===== src/rtl/mem_port_arbiter_if.sv =====
// Bundle of the fetch, data and shared memory port signals seen by the arbiter.
// The slave modport is the arbiter's view; master is the surrounding system.
interface mem_port_arbiter_if;
  // Fetch requester
  logic        if_req;
  logic [31:0] if_addr;
  logic        if_ack;
  logic [31:0] if_rdata;
  // Data requester
  logic        d_req;
  logic        d_we;
  logic [31:0] d_addr;
  logic [31:0] d_wdata;
  logic [1:0]  d_size;
  logic        d_ack;
  logic [31:0] d_rdata;
  // Shared memory port
  logic [31:0] mem_addr;
  logic [31:0] mem_wdata;
  logic        mem_re;
  logic        mem_we;
  logic [1:0]  mem_size;
  logic [31:0] mem_rdata;
  logic        mem_ready;
  // Status
  logic        err;
  logic        stall;

  modport slave (
    input  if_req, if_addr, d_req, d_we, d_addr, d_wdata, d_size, mem_rdata, mem_ready,
    output if_ack, if_rdata, d_ack, d_rdata, mem_addr, mem_wdata, mem_re, mem_we, mem_size,
           err, stall
  );

  modport master (
    output if_req, if_addr, d_req, d_we, d_addr, d_wdata, d_size, mem_rdata, mem_ready,
    input  if_ack, if_rdata, d_ack, d_rdata, mem_addr, mem_wdata, mem_re, mem_we, mem_size,
           err, stall
  );
endinterface


===== src/rtl/mem_port_arbiter.sv =====
// Arbitrates one shared memory port between an instruction-fetch and a data
// requester. Data normally wins; a waiting fetch is forced through after
// STARVE_LIMIT consecutive data grants. Each transaction is latched on its
// grant edge, completes on mem_ready, or is aborted with err after TIMEOUT
// wait cycles. The ack cycle doubles as the idle gap between grants, so no
// new grant is issued while an ack is out.
module mem_port_arbiter #(
  parameter int unsigned STARVE_LIMIT = 3,
  parameter int unsigned TIMEOUT      = 255
) (
  input  logic               clk,
  input  logic               rst_n,
  mem_port_arbiter_if.slave  bus
);

  typedef enum logic [1:0] {
    IDLE  = 2'd0,
    GNT_I = 2'd1,
    GNT_D = 2'd2
  } state_e;

  localparam logic [1:0] STARVE_MAX = 2'(STARVE_LIMIT);
  // The abort edge is the one on which wait_cnt steps to TIMEOUT.
  localparam logic [7:0] WAIT_LAST  = 8'(TIMEOUT - 1);

  state_e      state_q, state_d;
  logic [31:0] mem_addr_q, mem_addr_d;
  logic [31:0] mem_wdata_q, mem_wdata_d;
  logic [1:0]  mem_size_q, mem_size_d;
  logic        mem_re_q, mem_re_d;
  logic        mem_we_q, mem_we_d;
  logic        if_ack_q, if_ack_d;
  logic        d_ack_q, d_ack_d;
  logic        err_q, err_d;
  logic [31:0] if_rdata_q, if_rdata_d;
  logic [31:0] d_rdata_q, d_rdata_d;
  logic [7:0]  wait_q, wait_d;
  logic [1:0]  starve_q, starve_d;

  logic        req_i;
  logic        req_d;
  logic        ack_out;
  logic [31:0] rdata_next;

  // A requester being acked this cycle is still showing the request that was
  // just served, so it is masked out of arbitration.
  assign req_i   = bus.if_req & ~if_ack_q;
  assign req_d   = bus.d_req  & ~d_ack_q;
  assign ack_out = if_ack_q | d_ack_q;

  // Next-state, grant latching, completion and timeout handling.
  always_comb begin
    // NOTE: every signal written here gets a default first, so no path can leave it unassigned and infer a latch.
    state_d     = state_q;
    mem_addr_d  = mem_addr_q;
    mem_wdata_d = mem_wdata_q;
    mem_size_d  = mem_size_q;
    mem_re_d    = mem_re_q;
    mem_we_d    = mem_we_q;
    if_rdata_d  = if_rdata_q;
    d_rdata_d   = d_rdata_q;
    wait_d      = wait_q;
    starve_d    = starve_q;
    if_ack_d    = 1'b0;
    d_ack_d     = 1'b0;
    err_d       = 1'b0;
    rdata_next  = '0;

    unique case (state_q)
      IDLE: begin
        if (!ack_out) begin
          if (req_d && !(req_i && starve_q == STARVE_MAX)) begin
            state_d     = GNT_D;
            mem_addr_d  = bus.d_addr;
            mem_wdata_d = bus.d_wdata;
            mem_size_d  = bus.d_size;
            mem_re_d    = ~bus.d_we;
            mem_we_d    = bus.d_we;
            wait_d      = '0;
            if (bus.if_req) begin
              starve_d = (starve_q == STARVE_MAX) ? starve_q : starve_q + 2'd1;
            end else begin
              starve_d = '0;
            end
          end else if (req_i) begin
            state_d     = GNT_I;
            mem_addr_d  = bus.if_addr;
            mem_wdata_d = '0;
            mem_size_d  = 2'b10;
            mem_re_d    = 1'b1;
            mem_we_d    = 1'b0;
            wait_d      = '0;
            starve_d    = '0;
          end
        end
      end

      GNT_I, GNT_D: begin
        if (bus.mem_ready || wait_q == WAIT_LAST) begin
          state_d    = IDLE;
          mem_re_d   = 1'b0;
          mem_we_d   = 1'b0;
          // Stores and aborted transactions return zero data.
          rdata_next = (bus.mem_ready && !mem_we_q) ? bus.mem_rdata : '0;
          err_d      = ~bus.mem_ready;
          if (state_q == GNT_I) begin
            if_ack_d   = 1'b1;
            if_rdata_d = rdata_next;
          end else begin
            d_ack_d    = 1'b1;
            d_rdata_d  = rdata_next;
          end
        end
        if (!bus.mem_ready) begin
          wait_d = wait_q + 8'd1;
        end
      end

      default: state_d = IDLE;
    endcase
  end

  // State and output registers; reset aborts any transaction in flight.
  always_ff @(posedge clk or negedge rst_n) begin
    if (!rst_n) begin
      state_q     <= IDLE;
      mem_addr_q  <= '0;
      mem_wdata_q <= '0;
      mem_size_q  <= '0;
      mem_re_q    <= 1'b0;
      mem_we_q    <= 1'b0;
      if_ack_q    <= 1'b0;
      d_ack_q     <= 1'b0;
      err_q       <= 1'b0;
      if_rdata_q  <= '0;
      d_rdata_q   <= '0;
      wait_q      <= '0;
      starve_q    <= '0;
    end else begin
      // NOTE: non-blocking assignments so every flop samples the pre-edge values computed above.
      state_q     <= state_d;
      mem_addr_q  <= mem_addr_d;
      mem_wdata_q <= mem_wdata_d;
      mem_size_q  <= mem_size_d;
      mem_re_q    <= mem_re_d;
      mem_we_q    <= mem_we_d;
      if_ack_q    <= if_ack_d;
      d_ack_q     <= d_ack_d;
      err_q       <= err_d;
      if_rdata_q  <= if_rdata_d;
      d_rdata_q   <= d_rdata_d;
      wait_q      <= wait_d;
      starve_q    <= starve_d;
    end
  end

  assign bus.mem_addr  = mem_addr_q;
  assign bus.mem_wdata = mem_wdata_q;
  assign bus.mem_size  = mem_size_q;
  assign bus.mem_re    = mem_re_q;
  assign bus.mem_we    = mem_we_q;
  assign bus.if_ack    = if_ack_q;
  assign bus.d_ack     = d_ack_q;
  assign bus.err       = err_q;
  assign bus.if_rdata  = if_rdata_q;
  assign bus.d_rdata   = d_rdata_q;
  assign bus.stall     = (bus.if_req & ~if_ack_q) | (bus.d_req & ~d_ack_q);

endmodule


===== src/flat_wrapper.sv =====
// flat-port wrapper written by rule: the top's interface ports become plain ports
module mem_port_arbiter_flat 
#(
  parameter int unsigned STARVE_LIMIT = 3,
  parameter int unsigned TIMEOUT      = 255
)
  (clk, rst_n, bus_if_req, bus_if_addr, bus_d_req, bus_d_we, bus_d_addr, bus_d_wdata, bus_d_size, bus_mem_rdata, bus_mem_ready, bus_if_ack, bus_if_rdata, bus_d_ack, bus_d_rdata, bus_mem_addr, bus_mem_wdata, bus_mem_re, bus_mem_we, bus_mem_size, bus_err, bus_stall);
  mem_port_arbiter_if bus_i ();
  input  logic clk;
  input  logic rst_n;
  input wire logic [$bits(bus_i.if_req)-1:0] bus_if_req;
  input wire logic [$bits(bus_i.if_addr)-1:0] bus_if_addr;
  input wire logic [$bits(bus_i.d_req)-1:0] bus_d_req;
  input wire logic [$bits(bus_i.d_we)-1:0] bus_d_we;
  input wire logic [$bits(bus_i.d_addr)-1:0] bus_d_addr;
  input wire logic [$bits(bus_i.d_wdata)-1:0] bus_d_wdata;
  input wire logic [$bits(bus_i.d_size)-1:0] bus_d_size;
  input wire logic [$bits(bus_i.mem_rdata)-1:0] bus_mem_rdata;
  input wire logic [$bits(bus_i.mem_ready)-1:0] bus_mem_ready;
  output wire logic [$bits(bus_i.if_ack)-1:0] bus_if_ack;
  output wire logic [$bits(bus_i.if_rdata)-1:0] bus_if_rdata;
  output wire logic [$bits(bus_i.d_ack)-1:0] bus_d_ack;
  output wire logic [$bits(bus_i.d_rdata)-1:0] bus_d_rdata;
  output wire logic [$bits(bus_i.mem_addr)-1:0] bus_mem_addr;
  output wire logic [$bits(bus_i.mem_wdata)-1:0] bus_mem_wdata;
  output wire logic [$bits(bus_i.mem_re)-1:0] bus_mem_re;
  output wire logic [$bits(bus_i.mem_we)-1:0] bus_mem_we;
  output wire logic [$bits(bus_i.mem_size)-1:0] bus_mem_size;
  output wire logic [$bits(bus_i.err)-1:0] bus_err;
  output wire logic [$bits(bus_i.stall)-1:0] bus_stall;
  assign bus_i.if_req = bus_if_req;
  assign bus_i.if_addr = bus_if_addr;
  assign bus_i.d_req = bus_d_req;
  assign bus_i.d_we = bus_d_we;
  assign bus_i.d_addr = bus_d_addr;
  assign bus_i.d_wdata = bus_d_wdata;
  assign bus_i.d_size = bus_d_size;
  assign bus_i.mem_rdata = bus_mem_rdata;
  assign bus_i.mem_ready = bus_mem_ready;
  assign bus_if_ack = bus_i.if_ack;
  assign bus_if_rdata = bus_i.if_rdata;
  assign bus_d_ack = bus_i.d_ack;
  assign bus_d_rdata = bus_i.d_rdata;
  assign bus_mem_addr = bus_i.mem_addr;
  assign bus_mem_wdata = bus_i.mem_wdata;
  assign bus_mem_re = bus_i.mem_re;
  assign bus_mem_we = bus_i.mem_we;
  assign bus_mem_size = bus_i.mem_size;
  assign bus_err = bus_i.err;
  assign bus_stall = bus_i.stall;
  mem_port_arbiter #(.STARVE_LIMIT(STARVE_LIMIT), .TIMEOUT(TIMEOUT)) u_core (.clk(clk), .rst_n(rst_n), .bus(bus_i));
endmodule

===== config.mk =====
export PLATFORM = sky130hd
export DESIGN_NAME = mem_port_arbiter_flat
export DESIGN_NICKNAME = d
export VERILOG_FILES = /design/src/rtl/mem_port_arbiter_if.sv /design/src/rtl/mem_port_arbiter.sv /design/src/flat_wrapper.sv
export SDC_FILE = /design/constraint.sdc
export NUM_CORES = 1
export LEC_CHECK = 0
export CELL_PAD_IN_SITES_DETAIL_PLACEMENT = 1
export CELL_PAD_IN_SITES_GLOBAL_PLACEMENT = 2
export CORE_UTILIZATION = 24
export CTS_CLUSTER_SIZE = 30
export DETAILED_ROUTE_END_ITERATION = 6
export GPL_TIMING_DRIVEN = 0
export HOLD_SLACK_MARGIN = 0.12
export PLACE_DENSITY = 0.75
export SLEW_MARGIN = 0
export SYNTH_ARGS = -nofsm -noshare
export SYNTH_HDL_FRONTEND = slang
export SYNTH_SLANG_ARGS = --single-unit

===== constraint.sdc =====
create_clock -name clk -period 2 [get_ports clk]
set_input_delay 0.2 -clock clk [delete_from_list [all_inputs] [get_ports clk]]
set_output_delay 0.2 -clock clk [all_outputs]
set_load 0.1 [all_outputs]

==> reports/results.ini, run 1 <==
[status]
status = completed

[sta]
final-max-slew-violation-count = 0
tightestPinTransition_ns = 1.03
finalHoldViolations = 0
worst_clock_skew_ns = 0.0100
rsz0062_at_grt = yes
slew_headroom = 0.319
fin_crit_sh = 0.961
finalCriticalPeriod_ns = 1.92
max_freq_mhz = 520
finalSetupViolCount = 0

[grt]
grt_pass1_wl_um = 30600
grt_pass1_vias = 5347
antenna_found_initial = 0
grt_usage = 0.150
grt_start_max_net_pins = 77
overflow = 0

[synthesis]
synth_compound_area_frac = 0.104
synth.area.top_cells = dfrtp_1 59%, mux2_2 10%, mux2i_1 5.4%
muxShareOfSynthArea = 0.170
synth_fa_ha_area_frac = 0.0160
syn_area_um2 = 6250
netlist-cell-type-count = 40
synth_xor_area_frac = 0
synth_top_family_by_area = multiplexers
ys_ff_latch = 147
yosysTopAreaCellShare = 0.589
netlist_instances = 494
synth.avg_cell_area_um2 = 12.7
synthSimpleGateAreaFrac = 0.0915
ys_seq_area_frac = 0.589
synth_warnings = 0
synth_top_area_cell = dfrtp_1
synth_nets = 638

[placed_design]
dpl_cell_area_um2 = 9410
dpl.hpwl_um = 14600
place_inst = 1096
port_buffers = 271
gp_congestion = 0.734

[cells_and_area]
final_common_cell = dfrtp_1
area_growth_pct = 58.8
final_nets = 931
final_cell_area_um2 = 9920
drive_gt1_frac = 0.163
stdcell_count = 1130
diodes = 0
final_cell_mix = 145 x dfrtp_1, 135 x dlygate4sd2_1, 134 x clkdlybuf4s50_1

[critical_path]
cp_cell_sequence = dlygate4sd2_1
required_ns = 1.80
worstPathArrival_ns = 1.72
path_buf_inv = 1
r2r_setup_slack_ns = 0.10
rr_worst_depth = 6
max_stage_delay_ns = 0.89
cp.depth = 1
crit_type = reg2out
path_max_fanout = 5
startpoint_type = flop
crit_slowest_cell = dlygate4sd2_1
end_kind = output port
critical-path-top-delay-family = buffers and inverters

[clock_network]
tritoncts = yes
cts_sinks = 147
numCtsBuffers = 17
htreeDepth = 4
clkLatencyLatePin_ns = 0.42
clk_pin_slew_ns = 0.07
clk_path_buf_depth = 2
root_buffer = clkbuf_16

[hold_path]
hold_path_class = in2async

[floorplanning]
rows = 58
die_w_um = 163
ios = 272
start_util = 0.247
die_area_um2 = 26700
core_area_um2 = 25300
dieHeight_um = 163

[drt]
drc = 0
routed_wl_um = 19600
drt_iter0_drc = 183
firstDrtPassIters = 4
wl_per_cell_um = 17.3
vias = 4998
via_per_inst = 4.42
ant_nets = 0

[flow_run]
maxCapViolations = 0

[path summary, 6_finish.rpt]
check,from,to
worst max-delay path,u_core.bus.if_ack$_DFF_PN0_,bus_if_ack
worst min-delay path,rst_n,u_core.bus.d_rdata[26]$_DFFE_PN0P_
worst max register to register,u_core.state_q[0]$_DFFE_PN0P_,u_core.wait_q[3]$_DFFE_PN0P_
worst min register to register,u_core.bus.mem_addr[2]$_DFFE_PN0P_,u_core.bus.mem_addr[2]$_DFFE_PN0P_
max in group asynchronous,rst_n,u_core.bus.d_ack$_DFF_PN0_
min in group clk,bus_d_wdata[26],u_core.bus.mem_wdata[26]$_DFFE_PN0P_
[kinds of logic after synthesis]
kind of cell               count (synthesis)
adders and majority gates                  8
AOI/OAI and AO/OA                         94
and+or+nand+nor                          111
DFF                                      147
muxes                                     98
buffers and inverters                     36
[per-layer routing]
layer	up-vias	wire, um	global-route usage
met2	199	9080	0.235
li1	2343	-	-
met1	2438	8690	0.195
met5	-	0	0
met3	18	1560	0.0508
met4	0	263	0.0438
[per-stage QoR]
stage | setup slack (ns) | utilization | TNS (ns) | hold WS (ns)
2_1_floorplan | 0.0460 | - | 0 | -0.0956
3_3_place_gp | -6.43 | 0.370 | -867.89 | 0.461
3_5_place_dp | -0.380 | 0.372 | -14.11 | 0.230
4_1_cts | 0.0116 | 0.390 | 0 | 0.349
5_1_grt | -0.0753 | 0.392 | -0.920 | 0.361
6_report | 0.0783 | 0.392 | 0 | 0.330
[state kept, by name (all words and copies together) (netlist names)]
name	count
u_core.bus.d_rdata	32
u_core.bus.if_rdata	32
u_core.bus.mem_addr	32
u_core.bus.mem_wdata	32
u_core.wait_q	8
u_core.bus.mem_size	2
u_core.starve_q	2
u_core.state_q	2
u_core.bus.d_ack	1
u_core.bus.err	1
u_core.bus.if_ack	1
u_core.bus.mem_re	1
u_core.bus.mem_we	1
[layout make-up]
| cell class | instances | area (um^2) |
|---|---|---|
| Sequential cell | 147 | 3680 |
| Inverter | 5 | 18.8 |
| Clock buffer | 19 | 443 |
| Tap cell | 330 | 413 |
| Multi-Input combinational cell | 311 | 2440 |
| Timing Repair Buffer | 275 | 2600 |
| Fill cell | 2820 | 15400 |
| Clock inverter | 13 | 140 |
| Buffer | 30 | 188 |
[timing repair]
action                                 CTS  global route
gates resized for setup                146            13
endpoints found under the hold margin   75             0
buffers inserted                         0             2
pin swaps                                1             1
setup endpoints to repair              221           130
hold buffers                             1             0
[synth_stat cells (all sizes together)]
library cell  number
mux2i             34
clkbuf            10
and2              32
o221ai             3
o211ai             1
or3b               1
o31a               1
a32o               1
o21bai             1
nor2               6
o21ai             46
a2111o             1
nand2b             5
a22o              34
or2                1
nand3b             3
a21oi              1
nor4               1
dfrtp            147
or4                1
nor2b              3
mux2              64
nand4              1
nor3b              1
nand3              6
inv                5
nand2             47
nor3               1
and3               2
a21o               3
buf               21
ha                 8
o311ai             2
Power of run 1 is left out: the tool's default activity adds up to more than one toggle a clock period on the data nets, which glitch-free logic cannot reach.
==> run 2, diff against run 1 <==
--- a/config.mk
+++ b/config.mk
@@ -17,3 +17,4 @@
 export SYNTH_ARGS = -nofsm -noshare
 export SYNTH_HDL_FRONTEND = slang
 export SYNTH_SLANG_ARGS = --single-unit
+export TNS_END_PERCENT = 1
==> reports/results.ini, run 2 (same netlist as run 1, synthesis figures left out) <==
[cells_and_area]
final_cell_mix = 147 x dfrtp_1, 134 x clkdlybuf4s50_1, 134 x dlygate4sd2_1
drive_gt1_frac = 0.170  ; +0.00769
register_area_um2 = 3680  ; about the same
final_nets = 936  ; +0.54%
diodes = 0  ; unchanged
area_growth_pct = 59.2
final_common_cell = dfrtp_1
n_fill_cell = 2795  ; -0.89%
multi_input_area_um2 = 2420  ; -0.62%

[critical_path]
max_stage_delay_ns = 0.42  ; -0.47 ns
crit_type = reg2reg
startpoint_type = flop
worstPathArrival_ns = 2.26  ; +0.54 ns
crit_slowest_cell = dfrtp_1
required_ns = 2.30  ; +0.50 ns
end_kind = flop
path_max_fanout = 10  ; +5
cp_cell_sequence = inv_2 > ha_2 > buf_4 > nor2b_1 > o21ai_1 > or3b_4 > a32o_1
path_buf_inv = 2  ; +1
critical-path-top-delay-family = simple AND/OR/NAND/NOR gates

[sta]
slew_headroom = 0.324  ; +0.00471
finalHoldViolations = 0  ; unchanged
finalCriticalPeriod_ns = 1.95  ; +0.0311 ns
setup_tns_ns = 0  ; unchanged
max_freq_mhz = 512  ; -1.6%
worst_clock_skew_ns = 0.0116  ; +0.00153 ns
fin_crit_sh = 0.976  ; +0.0155
tightestPinTransition_ns = 1.02  ; -0.00709 ns
rsz0062_at_grt = yes
final-max-slew-violation-count = 0  ; unchanged
finalSetupViolCount = 0  ; unchanged

[flow_run]
maxCapViolations = 0  ; unchanged

[clock_network]
clk_path_buf_depth = 2  ; unchanged
root_buffer = clkbuf_16
tritoncts = yes
clkLatencyLatePin_ns = 0.42  ; about the same
htreeDepth = 4  ; unchanged
clk_pin_slew_ns = 0.07  ; about the same
numCtsBuffers = 17  ; unchanged
cts_sinks = 147  ; unchanged

[drt]
wl_met1_um = 8760  ; +0.85%
drc = 0  ; unchanged
routed_wl_um = 19600  ; +0.15%
ant_nets = 0  ; unchanged
firstDrtPassIters = 4  ; unchanged
drt_iter0_drc = 176  ; -3.8%
via_per_inst = 4.36  ; -1.5%
top_layer_used = met4
vias = 4944  ; -1.1%
wl_per_cell_um = 17.3  ; -0.29%
route.met2.wl_um = 9270  ; +2.1%
dr_wl_met3_um = 1400  ; -9.8%

[grt]
grt_start_max_net_pins = 87  ; +13%
grt_usage = 0.151  ; +0.00134
overflow = 0  ; unchanged
grt_pass1_vias = 5345  ; -0.037%
grt_pass1_wl_um = 30900  ; +0.90%
antenna_found_initial = 0  ; unchanged

[floorplanning]
core_area_um2 = 25300  ; unchanged
rows = 58  ; unchanged
dieHeight_um = 163  ; unchanged
die_w_um = 163  ; unchanged
ios = 272  ; unchanged
start_util = 0.247  ; unchanged
die_area_um2 = 26700  ; unchanged

[status]
status = completed

[placed_design]
port_buffers = 271  ; unchanged
gp_congestion = 0.729  ; -0.61%
dpl.hpwl_um = 14600  ; +0.35%

[hold_path]
hold_path_class = in2async

-- run 2: cell count changes in the layout (fill, tap and decap cells not counted), sizes merged --
| cell | previous run | this run |
|---|---|---|
| clkinv | 1 | 3 |
| clkbuf | 34 | 29 |
| clkdlybuf4s15 | 1 | 2 |
| buf | 19 | 30 |
| bufinv | 1 | 0 |
| inv | 14 | 12 |
| dlygate4sd2 | 135 | 134 |
-- run 2: area by class of cell --
cell class,instances,share of cell area
Multi-Input combinational cell,311,0.243
Buffer,31,0.0205
Inverter,5,0.00189
Clock inverter,12,0.0112
Tap cell,330,0.0415
Clock buffer,20,0.0469
Sequential cell,147,0.370
Timing Repair Buffer,279,0.265
-- run 2: layer usage --
layer	up-vias	track usage
li1	2338	-
met1	2401	0.194
met2	191	0.246
met3	14	0.0447
met4	0	0.0408
met5	-	0
-- run 2: through the flow --
step	hold slack, ns	util	worst slack, ns	cell area, um^2	instances
finish	0.323	0.393	0.0472	9950	1135
global route	0.355	0.393	-0.0263	9950	1135
CTS	0.315	0.389	-0.0588	9860	1129
detailed placement	0.181	0.372	-0.368	9410	1096
global placement	0.460	0.370	-5.77	9380	1095
floorplan	-0.0956	-	-0.165	6250	494
-- run 2: path summary, 6_finish.rpt --
| path | slack (ns) | to | depth (start not counted) | from |
|---|---|---|---|---|
| worst max-delay path | 0.05 | u_core.bus.mem_we$_DFFE_PN0P_ | 7 | u_core.state_q[0]$_DFFE_PN0P_ |
| max in group asynchronous | 0.86 | u_core.bus.mem_addr[8]$_DFFE_PN0P_ | 3 | rst_n |
| worst min register to register | 0.48 | u_core.bus.mem_addr[6]$_DFFE_PN0P_ | 2 | u_core.bus.mem_addr[6]$_DFFE_PN0P_ |
| worst min-delay path | 0.32 | u_core.bus.if_rdata[4]$_DFFE_PN0P_ | 2 | rst_n |
| min in group clk | 0.38 | u_core.bus.mem_wdata[9]$_DFFE_PN0P_ | 2 | bus_d_wdata[9] |
| worst max register to register | 0.05 | u_core.bus.mem_we$_DFFE_PN0P_ | 7 | u_core.state_q[0]$_DFFE_PN0P_ |
-- run 2: repair_timing --
item,4_1_cts,5_1_grt
pin swaps,2,2
buffers inserted,0,6
hold buffers,1,0
endpoints found under the setup margin,224,120
gates resized for setup,150,22
endpoints found under the hold margin,61,0
Power of run 2 is left out for the same reason.
